[src/rtl/instr_fetch_pkg.sv]
// rtl/instr_fetch_pkg.sv - shared state encoding and constants for the instruction-fetch stage
package instr_fetch_pkg;

  typedef enum logic [1:0] {
    ST_IDLE  = 2'd0,
    ST_FETCH = 2'd1,
    ST_FAULT = 2'd2
  } state_e;

  localparam int INSTR_W = 32;
  localparam int PC_INC  = 4;

endpackage

[src/rtl/instr_fetch_perf.sv]
// rtl/instr_fetch_perf.sv - delivered-instruction and stall-cycle counters for instr_fetch
module instr_fetch_perf (
  input  logic        clk,
  input  logic        rst_n,
  input  logic        xfer,
  input  logic        stall,
  output logic [31:0] perf_fetch_cnt,
  output logic [31:0] perf_stall_cnt
);

  // free-running event counters, wrapping at 2^32
  always_ff @(posedge clk or negedge rst_n) begin
    if (!rst_n) begin
      perf_fetch_cnt <= '0;
      perf_stall_cnt <= '0;
    end else begin
      if (xfer)  perf_fetch_cnt <= perf_fetch_cnt + 32'd1;
      if (stall) perf_stall_cnt <= perf_stall_cnt + 32'd1;
    end
  end

endmodule

[src/rtl/instr_fetch.sv]
// rtl/instr_fetch.sv - PC owner, ROM addressing and decode hand-off; INSTR_FETCH_PERF_CNT_EN adds perf counters
module instr_fetch
  import instr_fetch_pkg::*;
#(
  parameter int                ADDR_W   = 14,
  parameter logic [ADDR_W+1:0] RESET_PC = '0
) (
  input  logic               clk,
  input  logic               rst_n,
  input  logic               fetch_en,
  input  logic               redirect_valid,
  input  logic [ADDR_W+1:0]  redirect_pc,
  output logic [ADDR_W-1:0]  rom_addr,
  input  logic [INSTR_W-1:0] rom_data,
  output logic               out_valid,
  input  logic               out_ready,
  output logic [INSTR_W-1:0] out_inst,
  output logic [ADDR_W+1:0]  out_pc,
  output logic               fault
`ifdef INSTR_FETCH_PERF_CNT_EN
  ,
  output logic [31:0]        perf_fetch_cnt,
  output logic [31:0]        perf_stall_cnt
`endif
);

  localparam int PW = ADDR_W + 2;

  state_e        state;
  logic [PW-1:0] pc_q;
  logic          xfer;
  logic          advance;
  logic          misaligned;

  // ROM address tracks the PC register directly; a stall keeps it steady so the ROM re-reads the same word
  assign rom_addr   = pc_q[PW-1:2];
  assign xfer       = out_valid && out_ready;
  assign advance    = (state == ST_FETCH) && (!out_valid || out_ready);
  assign misaligned = |redirect_pc[1:0];

  // fetch FSM: redirect wins over everything except FAULT, which only reset can leave
  always_ff @(posedge clk or negedge rst_n) begin
    if (!rst_n) begin
      state     <= ST_IDLE;
      pc_q      <= RESET_PC;
      out_valid <= 1'b0;
      out_inst  <= '0;
      out_pc    <= '0;
      fault     <= 1'b0;
    end else if (state == ST_FAULT) begin
      out_valid <= 1'b0;
    end else if (redirect_valid) begin
      // any word being handed over this cycle is kept by decode; everything after is flushed
      out_valid <= 1'b0;
      if (misaligned) begin
        state <= ST_FAULT;
        fault <= 1'b1;
      end else begin
        pc_q <= redirect_pc;
      end
    end else if (state == ST_FETCH && fetch_en) begin
      if (advance) begin
        out_inst  <= rom_data;
        out_pc    <= pc_q;
        out_valid <= 1'b1;
        pc_q      <= pc_q + PW'(PC_INC);
      end
    end else begin
      // IDLE, or FETCH being stopped: no capture, but a held word can still drain
      if (xfer) out_valid <= 1'b0;
      state <= fetch_en ? ST_FETCH : ST_IDLE;
    end
  end

`ifdef INSTR_FETCH_PERF_CNT_EN
  logic stall;
  assign stall = (state == ST_FETCH) && out_valid && !out_ready;

  instr_fetch_perf u_perf (
    .clk            (clk),
    .rst_n          (rst_n),
    .xfer           (xfer),
    .stall          (stall),
    .perf_fetch_cnt (perf_fetch_cnt),
    .perf_stall_cnt (perf_stall_cnt)
  );
`endif

endmodule

[config.mk]
export PLATFORM = sky130hd
export DESIGN_NAME = instr_fetch
export DESIGN_NICKNAME = d
export VERILOG_FILES = /design/src/rtl/instr_fetch_pkg.sv /design/src/rtl/instr_fetch_perf.sv /design/src/rtl/instr_fetch.sv
export SDC_FILE = /design/constraint.sdc
export NUM_CORES = 1
export LEC_CHECK = 0
export CAP_MARGIN = 5
export CORE_MARGIN = 5
export CORE_UTILIZATION = 45
export CTS_CLUSTER_DIAMETER = 40
export DETAILED_ROUTE_END_ITERATION = 16
export PLACE_DENSITY = 0.86
export RECOVER_POWER = 100
export SYNTH_ARGS = -nofsm -noshare
export SYNTH_HDL_FRONTEND = slang
export SYNTH_SLANG_ARGS = --single-unit
[constraint.sdc]
create_clock -name clk -period 2.8 [get_ports clk]
set_clock_uncertainty 0.1 [all_clocks]
set_input_delay 0.7 -clock clk [delete_from_list [all_inputs] [get_ports clk]]
set_output_delay 0.7 -clock clk [all_outputs]
set_load 0.01 [all_outputs]
### After elaboration in Yosys (flattened, before gate mapping)

Cells that the tools add are included.

* bits of input ports: 53
* logic and storage cells: 42
* output and inout port bits: 64
* flip-flop bits (word level): 68

* bitwise operators: 2
* reductions and logical operators: 14
* add/sub/neg operators: 1
* eq/ne operators: 6
* mux-type cells: 13

Operators by type and width (count)
* $mux W16: 4
* $add A16 B3 Y16 const B: 1
* $reduce_and A4 Y1: 2
* $mux W1: 6
* $mux W2: 3
* $reduce_and A3 Y1: 2
* $ne A2 B2 Y1 const B: 2
* $ne A4 B4 Y1 const B: 1
* $reduce_bool A2 Y1: 2
* $reduce_bool A4 Y1: 1
* $logic_and A1 B1 Y1: 3
* $eq A2 B1 Y1 const B: 1
* $eq A2 B2 Y1 const B: 1
* $ne A2 B1 Y1 const B: 1
* $not A1 Y1: 2
* $reduce_and A2 Y1: 1
* $reduce_or A2 Y1: 1
* $logic_not A1 Y1: 1
* $logic_or A1 B1 Y1: 1

### Longest topological paths before layout

* depth in word-level cells: 7
* gate-level depth with buffers: 7
* depth with buffers taken out: 5

### Least setup slack after synthesis

OpenSTA, ideal clock, no wires.

* path kind: input port to flip-flop
* start: input redirect_valid
* end: register pc_q[5]
* stages: 5
* path buffers: 2
* arrival: 1.700 ns
* data required time: 2.572 ns
* path slack: 0.872 ns
* setup time: 0.128 ns
* path through: buf_2 nor3_2 buf_2 o22ai_1 o2bb2ai_1

* cells in the longest elaborated chain, start to end: 2
* elaborated cells on any way between the ends: 5
* those cells by class: eq/ne: 1; mux: 1; reduce/logical: 3

Ends and longest elaborated chain
* from (decl): RTL line instr_fetch.sv:11 `input logic redirect_valid,`
* $ne A2 B2 Y1 (no source line) or $reduce_bool A2 Y1 (tied branches)
* $reduce_and A4 Y1 (no source line)
* to (signal assigned): RTL line instr_fetch.sv:59 `pc_q <= redirect_pc;`
* to (signal assigned): RTL line instr_fetch.sv:66 `pc_q <= pc_q + PW'(PC_INC);`
* to (decl): RTL line instr_fetch.sv:30 `logic [PW-1:0] pc_q;`

Parallel ways exist; a longest one is shown, timed or not.
A chain may end at the register's enable or synchronous reset.

### Final worst setup path

* start: input fetch_en
* end: register pc_q[11]

* cells in the longest elaborated chain, start to end: 3

Ends and longest elaborated chain
* from (decl): RTL line instr_fetch.sv:10 `input logic fetch_en,`
* $logic_and A1 B1 Y1: RTL line instr_fetch.sv:61 `end else if (state == ST_FETCH && fetch_en) begin`
* $reduce_bool A2 Y1 (no source line)
* $reduce_and A4 Y1 (no source line)

Every way passes these cells.

==> results.cfg <==
[layout]
finalCoreUtilization_pct = 65.6
total_nets_final = 504
instances_no_fill = 533
area.growth.synth_to_final_pct = 43.1
antenna_cells = 0
layout-drive-gt1-share_pct = 5.96

[power_and_ir_drop]
p_per_area_nw_per_um2 = 572
vdd.ir_drop.worst_mv = 0.400
total_leakage_power_nw = 2.28

[hold_path]
hold_path_class = reg2reg
worst_hold_path.num_cells = 2
hold_path.startpoint = out_inst[3]$_DFFE_PN0P_
hold_end = out_inst[3]$_DFFE_PN0P_

[timing]
timing.max_slew.rel_slack_pct = 9.77
pnr_worst_setup_slack_ps = 371
finalCriticalPeriod_ps = 2430
timing_worst_slew_pin_value_ps = 1350
setup_total_negative_slack_ps = 0
rsz0062_at_grt = false
final_hold_slack_ps = 366
report.final.hold_viol_count = 0
maxSlewViolCount = 0
fmax_mhz = 412
period_utilization_pct = 86.7
finalSetupViolations = 0

[global_route]
globalRouteTotalUtil_pct = 20.4
grt_pass1_wl_um = 13900
first_global_vias = 2832
antenna_found_initial = 0
grt-ovfl-total = 0
grt_max_degree = 31

[setup_path]
crit-reg2reg-launch = pc_q[2]$_DFFE_PN0P_
timing.critical_path.arrival_ps = 2530
path_delay_family = simple AND/OR/NAND/NOR gates
reg2regPathDepth = 5
worst_r2r_endpoint = pc_q[10]$_DFFE_PN0P_
worstPathCellList = dlygate4sd3_1, nand3b_1, or3_2, a2111oi_0, nor3_1
timing.critical_path.fanout_max = 5
critical-path-max-stage-delay_ps = 580
critPathSlowestCell = or3_2
reg2reg_slack_ps = 720
critical_path.n_buffers_inverters = 1
critical_path.startpoint_type = input port
setup.worst_path.class = in2reg
worst_ep_required_time_ps = 2910
endpoint_kind = flip-flop

[clocking]
tritoncts = done
cts_made_buffers = 9
h-tree-depth = 3
clk_root_buffer_cell = clkbuf_8
post_cts_buffers = 0
cts_repair_resize_count = 0
path_clk_slew_ps = 70
cts_max_path_buffers = 2
ctsHoldBuffers = 0
cts_num_sinks = 68
worst_skew_pair.late_latency_ps = 340

[place]
post-place-ws_ps = 189
dp.cells = 519
place_hpwl_um = 6330
place_congestion = 0.898
total_of_buffers_placed_on_input_and_output_ports = 116

[job]
drv_cap = 0

[drt]
avgViaCountPerCell = 5.32
detail_route.wl_per_cell_um = 16.0
drc = 0
postRouteAntennaNets = 0
drtIter0Drc = 276
detailedRoute.firstPassIterationCount = 4
via_count = 2833
drt-total-wl_um = 8540

[synthesis]
yosysUniqueCellTypes = 46
cell_accounting_for_the_most_synthesized_area = dfrtp_1
synth_top_cells_by_count = 145 x nand2_1, 68 x dfrtp_1, 15 x buf_4, 9 x buf_2, 9 x nor3_1
most_repeated_cell_in_the_gate_level_netlist_after_synthesis = nand2_1
number_of_flip_flops_and_latches_in_the_synthesized_netlist = 68
postSynthNetCount = 400
post_synthesis_async_set_or_reset_flop_share_pct = 100
synth_area_leaders = dfrtp_1 55%, nand2_1 18%, buf_4 3.6%
ys_warn_count = 0
synth_edf_count = 0
yosysSeqAreaShare_pct = 54.9
avgSynthCellArea_sq_um = 8.95
dominantRegCellSynth = dfrtp_1
netlist_instances = 346
post_synth_instance_area_sq_um = 3100
synth.top_cell.area_share_pct = 54.9

[floorplanning]
initial_utilization_pct = 45.9
floorplan.rows = 30
i_o_pin_count = 117
floorplan.die.height_um = 93.0
chipWidth_um = 93.0
design.die.area_sq_um = 8640
fp.coreArea_sq_um = 6760

[run_status]
run_status = complete, no violations
==> cell families (layout without fill, tap and decap cells) <==
family                   Yosys count  count (layout)  share of synthesized area [%]
AO/OA/AOI/OAI                     45              45                           10.1
adder cells (fa/ha/maj)            1               1                          0.404
buffers and inverters             38             145                           7.03
flip-flops                        68              68                           54.9
multiplexers                       1               1                          0.323
AND/OR/NAND/NOR                  193             193                           27.2
==> layout by cell type, fill, tap and decap left out, types with 2 or more instances in the layout <==
cell type,netlist,layout
nand3_1,8,8
a21oi_1,7,7
inv_1,4,4
dlygate4sd3_1,0,67
and4_1,3,3
o31ai_1,2,2
clkbuf_1,6,4
o21ai_0,7,8
nand2_1,145,145
clkbuf_2,0,3
o22ai_1,4,4
nor2_1,6,6
o2bb2ai_1,2,2
and3_1,5,5
dfrtp_1,68,68
nor3_1,9,9
clkbuf_8,0,10
nand4_1,2,2
a2bb2oi_1,2,2
nor4_1,2,2
a22oi_1,3,3
a31oi_1,4,4
and2_1,3,2
o41ai_1,2,2
clkdlybuf4s50_1,0,48
bufinv_16,0,2
nand2b_1,2,2
o22a_1,2,2
buf_4,15,6
==> area by class of cell <==
cell class              count  area (sq um)
flip-flops and latches     68          1700
repair buffers            127          1240
well taps                  80           100
fillers                   572          2320
clock inverters             2          60.1
inverters                   4          15.0
clock buffers              12           145
multi-input cells         240          1170
==> through the flow <==
step / area (sq um) / total power [mW]
2_1_floorplan: 3100 / 1.45
4_1_cts: 4460 / 2.59
6_report: 4430 / 2.54
3_3_place_gp: 4250 / 1.71
5_1_grt: 4430 / 2.65
3_5_place_dp: 4250 / 1.72
==> flip-flops by register name, summed over array words and instances (netlist names) <==
register   cells
out_pc        16
state          2
out_inst      32
out_valid      1
fault          1
pc_q          16
==> where the power goes <==
group / internal, mW / switching (mW)
clock: 0.517 / 0.349
combinational: 0.260 / 0.213
sequential: 1.07 / 0.126
total: 1.85 / 0.688
==> worst max-delay path by stage <==
| stage | from | endpoint | slack (ps) | cells after the start |
|---|---|---|---|---|
| 5_1_grt | fetch_en | pc_q[15]$_DFFE_PN0P_ | 250 | 5 |
| 6_report | fetch_en | pc_q[11]$_DFFE_PN0P_ | 370 | 5 |
| 4_1_cts | pc_q[7]$_DFFE_PN0P_ | rom_addr[5] | 500 | 1 |
| 2_1_floorplan | redirect_valid | pc_q[5]$_DFFE_PN0P_ | 870 | 5 |
| 3_3_place_gp | fetch_en | pc_q[10]$_DFFE_PN0P_ | 210 | 6 |
| 3_5_place_dp | fetch_en | pc_q[13]$_DFFE_PN0P_ | 190 | 6 |
==> metal layers <==
metal  track usage [%]  part of all wire, %  up-vias
li1                  -                    -     1358
met1              25.8                   42     1341
met2              33.2                   48      118
met3              5.23                  7.7       16
met4              8.55                  2.2        0
met5                 0                    0        -
==> worst register-to-register path, delay by kind of cell, from the launching register on <==
family	cells	cell delay [ps]
compound gates	2	530
fa+ha+maj	1	320
flops	1	490
simple gates	2	520
Note: power is estimated with default switching activity, not from simulation.
